$ cat config.mk
export PLATFORM = sky130hd
export DESIGN_NAME = uivid_pat_exp
export DESIGN_NICKNAME = d
export VERILOG_FILES = /design/src/rtl/uivid_pkg.sv /design/src/rtl/uivid_pat_exp.sv
export SDC_FILE = /design/constraint.sdc
export NUM_CORES = 1
export LEC_CHECK = 0
export CELL_PAD_IN_SITES_DETAIL_PLACEMENT = 1
export CELL_PAD_IN_SITES_GLOBAL_PLACEMENT = 2
export CORE_UTILIZATION = 10
export DETAILED_ROUTE_END_ITERATION = 16
export GPL_TIMING_DRIVEN = 0
export PLACE_DENSITY = 0.95
export SLEW_MARGIN = 10
export SYNTH_ARGS = -nofsm -noshare
export SYNTH_HDL_FRONTEND = slang
export SYNTH_SLANG_ARGS = --single-unit
export TNS_END_PERCENT = 50
$ cat constraint.sdc
create_clock -name vclk -period 1
set_input_delay 0.2 -clock vclk [all_inputs]
set_output_delay 0.2 -clock vclk [all_outputs]
set_load 0.02 [all_outputs]
$ cat src/rtl/uivid_pkg.sv
// Shared definitions for the video stream checker: pattern mode codes,
// checker state type and the grid cell bit used by the pattern generator.
package uivid_pkg;

  localparam logic [2:0] MODE_OFF   = 3'd0;
  localparam logic [2:0] MODE_SOLID = 3'd1;
  localparam logic [2:0] MODE_GRID  = 3'd2;
  localparam logic [2:0] MODE_HRAMP = 3'd3;
  localparam logic [2:0] MODE_VRAMP = 3'd4;

  // Grid cells are 16x16 pixels: colour flips when bit 4 of x or y flips.
  localparam int GRID_BIT = 4;

  typedef enum logic {
    WAIT_VS = 1'b0,
    FRAME   = 1'b1
  } chkState_t;

endpackage

$ cat src/rtl/uivid_pat_exp.sv
// Combinational expected-pixel generator. Given the pixel position and the
// pattern mode it returns the {R,G,B} value a correct source would produce.
// Unknown modes (off, 5-7) yield black; the caller decides whether to compare.
module uivid_pat_exp
  import uivid_pkg::*;
#(
  parameter int CNT_W = 12
) (
  input  logic [CNT_W-1:0] i_x,
  input  logic [CNT_W-1:0] i_y,
  input  logic [2:0]       i_mode,
  input  logic [23:0]      i_color,
  output logic [23:0]      o_pixel
);

  logic w_gridDark;
  logic w_unusedBits;

  // Only the low byte and the grid bit of each coordinate shape the pattern.
  assign w_unusedBits = ^{i_x[CNT_W-1:8], i_y[CNT_W-1:8]};

  // Select the pattern value for the current position.
  always_comb begin
    w_gridDark = i_y[GRID_BIT] ^ i_x[GRID_BIT];
    o_pixel    = 24'h000000;
    case (i_mode)
      MODE_SOLID: o_pixel = i_color;
      MODE_GRID:  o_pixel = w_gridDark ? 24'h000000 : 24'hFFFFFF;
      MODE_HRAMP: o_pixel = {3{i_x[7:0]}};
      MODE_VRAMP: o_pixel = {3{i_y[7:0]}};
      default:    o_pixel = 24'h000000;
    endcase
  end

endmodule

==> results.cfg <==
[layout]
drive_gt1_frac = 0.523
num_antenna_cells = 0
seqCellArea_um2 = 0
nFlopsAndLatches = 0
fin_cells = 199
nClkBuffers = 0
final_cell_mix = clkdlybuf4s50_1 (32), buf_6 (30), nand3_2 (20)
areaGrowthSynthToFinish_pct = 236
fillCellCount = 481
mostFrequentLayoutCell = clkdlybuf4s50_1
final_net_count = 202

[route]
drtIter0Drc = 11
vias = 872
wl_per_cell_um = 15.3
drc = 0
wirelength_mm = 3.04
dr.pass1.iters = 2
ant_nets = 0
vias_per_cell = 4.38

[global_route]
grt_util_met1 = 0.129
grt_first_pass_wirelength_mm = 4.40
grt_use_total = 0.127
met3_usage = 0.0117
grt_pass1_vias = 900
overflow = 0
use_met2 = 0.283
antenna_found_initial = 0
grt-busiest-layer = met2
grt_max_degree = 11

[power_and_ir_drop]
powerDensity_nw_per_um2 = 510
ir_worst_vdd_uv = 152
leakagePower_nw = 0.739

[timing]
tightest_slew_ns = 0.280
final.min_clock_period_ns = 1.38
hold_violations = 0
final_max_slew_viol_count = 0
tns_ns = -7.84
relSlewSlack = 0.813
setup_ws_ns = -0.377
setup_viol = 24
rsz0062_at_grt = yes
period_share = 1.38
max_freq_mhz = 726

[worst_setup_path]
cpMaxStageDelayCell = clkdlybuf4s50_1
path_cells = clkdlybuf4s50_1 -> a22oi_2 -> nand3_2 -> buf_6
critPathKind = in2out
crit_path_max_incr_delay_ns = 0.42
critPathTopFamily = buffers and inverters
cp-end-kind = output pin
crit_fanout = 3
required_ns = 0.80
worst-path-buf-inv = 2
startpoint_type = primary input
worstPathArrival_ns = 1.18

[floorplan]
core_um2 = 4090
die_w_um = 68.0
die_y_um = 68.0
initial_utilization = 0.107
ios = 75
die_area_um2 = 4620
rows = 23

[synth]
synth_area_leaders = nand3_1 (24%), nand2_1 (18%), a22oi_2 (17%), buf_4 (5.2%), o21ai_0 (4.6%)
synth_warnings = 0
synth_top_area_cell = nand3_1
synth.avg_cell_area_um2 = 6.05
synth_area_um2 = 435
yosysSeqAreaShare = 0
syn_nets = 123
synth_cell_types = 17
yosysTopAreaCellShare = 0.241
syn_inst = 72

[hold_path]
hp-class = in2out

[placed_design]
gp_congestion = 0.778
dp_hpwl_mm = 2.20
io_buffers = 67
placed_cells = 189

[run_status]
violations = setup timing
status = complete, but fails checks

[clock_tree]
ctsHoldBuffers = 0

[run]
maxCapViolCount = 0
[final timing paths]
path	startpoint	endpoint	slack (ns)	depth (start not counted)
worst max-delay path	i_x[1]	o_pixel[1]	-0.38	4
worst min-delay path	i_mode[1]	o_pixel[12]	0.81	4
[power by group]
group	switching, mW	total, mW	internal, mW	leakage (nW)
Clock	0	0	0	0
Combinational	0.326	0.747	0.421	0.739
Sequential	0	0	0	0
[kinds of logic after synthesis]
| family | Yosys count | synth area share |
|---|---|---|
| AND/OR/NAND/NOR | 51 | 0.615 |
| AO/OA/AOI/OAI | 15 | 0.290 |
| buffers and inverters | 5 | 0.0747 |
| XOR/XNOR | 1 | 0.0201 |
[synthesized netlist by cell type]
master and n:
nor2b_1 2, o21a_1 1, buf_2 2, nor3b_2 1, a21oi_1 3, buf_4 3, nor3_1 1, xnor2_1 1
and3b_1 2, a22oi_2 6, nor4bb_1 1, nand3_1 21, o21ai_0 4, nor3b_4 1, nand2_1 21, a21oi_2 1
nand3b_1 1
[metal layers]
layer | wire length, um | share of wire
met1 | 1060 | 0.35
met2 | 1740 | 0.57
met3 | 233 | 0.077
met4 | 0 | 0
met5 | 0 | 0
[through the flow]
| step | instance area [um2] | hold slack (ns) | total power, mW | worst slack, ns | util |
|---|---|---|---|---|---|
| floorplan | 469 | 0.545 | 0.252 | -0.125 | - |
| global placement | 1200 | 1.45 | 0.626 | -1.38 | 0.294 |
| detailed placement | 1200 | 1.46 | 0.643 | -1.37 | 0.294 |
| CTS | 1450 | 0.798 | 0.743 | -0.400 | 0.355 |
| global route | 1470 | 0.825 | 0.793 | -0.442 | 0.359 |
| finish | 1470 | 0.805 | 0.747 | -0.377 | 0.359 |
[tightest hold or removal path, delay by kind of cell]
kind / cells / cell delay [ns]
buf+inv: 3 / 0.33
compound gates: 1 / 0.06
[cell type report]
type | count | area, um2 | area share
well taps | 50 | 62.6 | 0.0427
repair buffers | 77 | 801 | 0.547
plain buffers | 5 | 60.1 | 0.0410
multi-input cells | 67 | 542 | 0.370
[timing repair]
action	4_1_cts	5_1_grt
pin swaps	17	9
cloned	2	0
setup buffers	8	0
setup endpoints to repair	24	24
gates resized for setup	211	5
No activity file was read; power rests on OpenSTA's default activity.
